[src/rtl/spawn_scheduler.sv]
// Spawn scheduler: tick generator, per-lane pending/cooldown, round-robin spawn offer.
// Optional accepted-spawn counter enabled by defining SPAWN_STATS_EN.
module spawn_scheduler #(
    parameter int NUM_LANES = 8,
    parameter int TICK_DIV  = 16,
    parameter int COOLDOWN  = 3
) (
    input  logic                         clk,
    input  logic                         reset,
    input  logic [NUM_LANES-1:0]         trig,
    input  logic                         spawn_ready,
    output logic                         tick,
    output logic                         spawn_valid,
    output logic [$clog2(NUM_LANES)-1:0] spawn_lane,
    output logic [15:0]                  spawn_count
);

    localparam int LW   = $clog2(NUM_LANES);
    localparam int CNTW = $clog2(TICK_DIV);
    localparam int CW   = (COOLDOWN > 0) ? $clog2(COOLDOWN + 1) : 1;

    localparam logic [CNTW-1:0] TICK_LAST = CNTW'(TICK_DIV - 1);
    localparam logic [CW-1:0]   COOL_LOAD = CW'(COOLDOWN);
    localparam logic [LW-1:0]   PTR_INIT  = LW'(NUM_LANES - 1);

    typedef enum logic {S_IDLE, S_OFFER} state_t;

    logic [CNTW-1:0]      r_cnt;
    state_t               r_state;
    logic                 r_valid;
    logic [LW-1:0]        r_lane;
    logic [LW-1:0]        r_ptr;
    logic [NUM_LANES-1:0] r_pend;
    logic [CW-1:0]        r_cool [NUM_LANES];

    logic                 w_tick;
    logic                 w_hs;
    logic                 w_found;
    logic [LW-1:0]        w_sel;
    logic [LW-1:0]        w_idx;

    assign w_tick      = (r_cnt == TICK_LAST);
    assign w_hs        = r_valid & spawn_ready;
    assign tick        = w_tick;
    assign spawn_valid = r_valid;
    assign spawn_lane  = r_lane;

    always_ff @(posedge clk) begin
        if (reset) begin
            r_cnt <= '0;
        end else if (w_tick) begin
            r_cnt <= '0;
        end else begin
            r_cnt <= r_cnt + 1'b1;
        end
    end

    // First pending lane searching upward from the lane after the last grant
    always_comb begin
        w_found = 1'b0;
        w_sel   = '0;
        w_idx   = '0;
        for (int k = 1; k <= NUM_LANES; k++) begin
            w_idx = LW'((int'(r_ptr) + k) % NUM_LANES);
            if (!w_found && r_pend[w_idx]) begin
                w_found = 1'b1;
                w_sel   = w_idx;
            end
        end
    end

    // A grant on the same edge as a tick wins over both set and decrement
    always_ff @(posedge clk) begin
        if (reset) begin
            r_pend <= '0;
            for (int i = 0; i < NUM_LANES; i++) begin
                r_cool[i] <= '0;
            end
        end else begin
            for (int i = 0; i < NUM_LANES; i++) begin
                if (w_hs && (r_lane == LW'(i))) begin
                    r_pend[i] <= 1'b0;
                    r_cool[i] <= COOL_LOAD;
                end else if (w_tick) begin
                    if (r_cool[i] == '0) begin
                        if (trig[i]) begin
                            r_pend[i] <= 1'b1;
                        end
                    end else begin
                        r_cool[i] <= r_cool[i] - 1'b1;
                    end
                end
            end
        end
    end

    always_ff @(posedge clk) begin
        if (reset) begin
            r_state <= S_IDLE;
            r_valid <= 1'b0;
            r_lane  <= '0;
            r_ptr   <= PTR_INIT;
        end else begin
            unique case (r_state)
                S_IDLE: begin
                    if (w_found) begin
                        r_lane  <= w_sel;
                        r_valid <= 1'b1;
                        r_state <= S_OFFER;
                    end
                end
                S_OFFER: begin
                    if (w_hs) begin
                        r_ptr   <= r_lane;
                        r_valid <= 1'b0;
                        r_state <= S_IDLE;
                    end
                end
            endcase
        end
    end

`ifdef SPAWN_STATS_EN
    logic [15:0] r_count;

    always_ff @(posedge clk) begin
        if (reset) begin
            r_count <= '0;
        end else if (w_hs && (r_count != 16'hFFFF)) begin
            r_count <= r_count + 16'd1;
        end
    end

    assign spawn_count = r_count;
`else
    assign spawn_count = '0;
`endif

endmodule

[config.mk]
export PLATFORM = sky130hd
export DESIGN_NAME = spawn_scheduler
export DESIGN_NICKNAME = d
export VERILOG_FILES = /design/src/rtl/spawn_scheduler.sv
export SDC_FILE = /design/constraint.sdc
export NUM_CORES = 1
export LEC_CHECK = 0
export ABC_CLOCK_PERIOD_IN_PS = 4150
export CORE_UTILIZATION = 56
export CTS_CLUSTER_DIAMETER = 100
export DETAILED_ROUTE_END_ITERATION = 8
export PLACE_DENSITY_LB_ADDON = 0.12
export SLEW_MARGIN = 20
export SYNTH_ARGS = -nofsm -noshare
export SYNTH_HDL_FRONTEND = slang
export SYNTH_SLANG_ARGS = --single-unit
[constraint.sdc]
create_clock -name clk -period 4.15 [get_ports clk]
set_input_delay 1.0375 -clock clk [delete_from_list [all_inputs] [get_ports clk]]
set_output_delay 1.0375 -clock clk [all_outputs]
set_load 0.03 [all_outputs]
==> reports/summary.txt <==
Fin crit share - 0.8245
CTS tree - yes
Synth Instances - 295
Slew Viols, Final - 0
Post-synth ARST share - 0
DRT Wirelength - 5790 um
Mean post-synth cell area - 9.136 um2
Global route total overflow - 0
CTS clk-pin slew, worst paths - 0.07 ns
FF+latch count, synth - 36
Reg2Reg Setup Slack - 0.73 ns
CP required - 4.33 ns
CP arrival - 3.60 ns
FP Rows - 24
Antenna viol nets, final - 0
Global-route wire length before repair - 9563 um
Failing checks - DRC
Hold Buf Count CTS - 0
Synthesized area - 0.002695 mm2
RSZ-0062 raised after global routing - no
Clk Latency, worst-skew pair - 0.29 ns
Ratio of cells with drive above 1 in the final layout - 0.09836
WS Path Type - reg -> reg
Die height - 71.38 um
Top FF cell, synth - dfxtp_1
Critical R2R Capture - spawn_lane[0]$_SDFFE_PP0P_
Worst r2r path cells - 9
Overall Power - 0.0006940 W
Leakage - 1.180 nW
Root Driver - clkbuf_8
Die X - 71.38 um
TritonCTS Buffers - 5
Register area - 880.8 um2
Status - finished, violations left
Pwr per Cell Area - 241.0 mW/mm2
Area after DPL - 0.002795 mm2
Number of synthesized flops with an enable pin - 16
Max FO, Critical Path - 12
Hpwl dp - 4209 um
CTS sink count - 36
Buffers on Ports - 15
WL met3 - 344 um
Final setup viols - 0
Vias in the first global route - 1972
R2R Path Start - r_ptr[1]$_SDFFE_PP1P_
Hold Crit Depth - 1
Met1 WL - 2664 um
CP Launch Type - flop
Fin. Hold Viols - 0
Filler cells - 398
Post-CTS sizing - 0
Worst hold slack - 0.5016 ns
Top layer reached by signal wires - met4
Worst Skew - 0.001723 ns
Hold Path Sink - r_cnt[0]$_SDFF_PP0_
Share of the synthesized area in the top cell type - 0.1783
Synth Warn # - 0
Max Cap Viol - 0
Hold crit path type - reg -> reg
# DRC - 1
Iteration-0 DRC Markers - 206
GRT Util Overall - 0.2439
Setup crit end kind - flop
Initial Utilization - 0.6023
Met2 wire len - 2721 um
Distinct cells, synth - 52
CTS max path bufs - 2
ANT cells - 0
Post-CTS Setup Repair Bufs - 0
DR vias - 2206
Number of vias per cell - 6.179
Core Box Area - 0.004474 mm2
Area growth syn-to-layout - 6.871%
Gp weighted congestion - 0.9365
Fmax - 292.2 MHz
VDD IR max - 0.2113 mV
Slew headroom - 0.5218
Synth area leader - edfxtp_1
Worst Tran Pin Value - 0.7163 ns
Min-delay src - r_cnt[0]$_SDFF_PP0_
Die Area - 0.005094 mm2
Largest net degree at the start of global routing - 33
Setup TNS - 0 ns
Period minus WS final - 3.422 ns
Nets - 326
Drt pass-1 iters - 7
Design area - 0.002880 mm2
Avg WL per Cell - 16.22 um
Ports - 32
Synth area leaders - edfxtp_1 18%, dfxtp_1 15%, mux4_2 8.4%, ha_1 5.1%, buf_4 4.7%
H-tree Lvls - 2
Antenna violations before repair - 0
Register area share after synthesis - 0.3268
Multi-input logic area - 0.001572 mm2
-- layout make-up --
class / count / share of cell area
Sequential cell: 36 / 0.3058
Clock buffer: 7 / 0.02650
Tap cell: 52 / 0.02259
Clock inverter: 1 / 0.003041
Timing Repair Buffer: 19 / 0.06255
Multi-Input combinational cell: 216 / 0.5456
Inverter: 26 / 0.03388
-- critical path: stages (launching register included) --
cell	delay (ns)
dfxtp_1	0.55
inv_1	0.15
ha_1	0.57
mux4_2	0.60
nand2_1	0.10
a21boi_1	0.32
o21ai_0	0.19
a211oi_1	0.39
o31ai_1	0.13
a221o_1	0.31
-- power breakdown --
part	switching, W	internal, W
clock network	0.000131	0.000120
registers	0.00000443	0.000378
logic	0.0000414	0.0000194
-- Yosys cell counts (2+ instances only) --
cell	n
a22oi_1	2
xor2_1	2
o211ai_1	9
a31oi_1	12
inv_1	25
and3_1	2
nand2_1	26
a21oi_1	25
a21o_1	2
buf_4	17
mux4_2	10
nor2_1	18
buf_1	3
or3_1	12
dfxtp_1	20
buf_2	2
o21ai_0	5
nor2b_1	4
xnor2_1	2
buf_6	2
mux2_2	4
clkbuf_1	8
ha_1	11
a221o_1	2
nand3_1	7
a211oi_1	8
mux2i_1	12
nor3_1	4
edfxtp_1	16
-- flip-flops by register name (all words and copies together), names as in the netlist --
| register | cells |
|---|---|
| spawn_lane | 3 |
| r_cool | 16 |
| r_ptr | 3 |
| r_cnt | 4 |
| r_pend | 8 |
| spawn_valid | 1 |
| r_state | 1 |
-- per-stage QoR --
step	setup WS, ns	util	std cells
5_1_grt	0.4602	0.6437	357
6_report	0.7281	0.6437	357
3_5_place_dp	0.8115	0.6247	349
4_1_cts	0.7745	0.6437	357
3_3_place_gp	0.8613	0.6247	349
2_1_floorplan	1.101	-	310
-- kinds of logic (layout without fill, tap and decap cells) --
| family | after synthesis | after routing | share of synthesized area |
|---|---|---|---|
| XOR/XNOR | 4 | 4 | 0.01300 |
| AND/OR/NAND/NOR | 80 | 80 | 0.1453 |
| buffers and inverters | 58 | 53 | 0.1110 |
| flip-flops | 36 | 36 | 0.3268 |
| adder cells (fa/ha/maj) | 11 | 11 | 0.05107 |
| AO/OA/AOI/OAI | 78 | 78 | 0.1968 |
| other | 1 | 16 | 0.001391 |
| multiplexers | 27 | 27 | 0.1546 |
-- cell usage in the layout (no fill, tap or decap), types with 9 or more instances in the layout --
master,netlist,layout
o211ai_1,9,9
a21oi_1,25,25
nand2_1,26,26
a31oi_1,12,12
conb_1,1,16
dfxtp_1,20,20
ha_1,11,11
edfxtp_1,16,16
mux4_2,10,10
clkdlybuf4s50_1,0,15
inv_1,25,25
mux2i_1,12,12
or3_1,12,12
nor2_1,18,18
-- worst max path at each step --
stage,start,end,slack (ns),cells past startpoint
floorplan,r_ptr[0]$_SDFFE_PP1P_,spawn_lane[2]$_SDFFE_PP0P_,1.10,12
global placement,r_ptr[1]$_SDFFE_PP1P_,spawn_lane[2]$_SDFFE_PP0P_,0.86,9
detailed placement,r_ptr[1]$_SDFFE_PP1P_,spawn_lane[0]$_SDFFE_PP0P_,0.81,9
CTS,r_ptr[1]$_SDFFE_PP1P_,spawn_lane[2]$_SDFFE_PP0P_,0.77,9
global route,r_ptr[1]$_SDFFE_PP1P_,spawn_lane[2]$_SDFFE_PP0P_,0.46,9
finish,r_ptr[1]$_SDFFE_PP1P_,spawn_lane[0]$_SDFFE_PP0P_,0.73,9
-- metal layers --
layer  track usage  vias up
met1        0.3361     1048
met5             0        -
li1              -     1076
met2        0.3799       76
met4       0.08000        0
met3       0.05907        6
No activity file was read; power rests on OpenSTA's default activity.
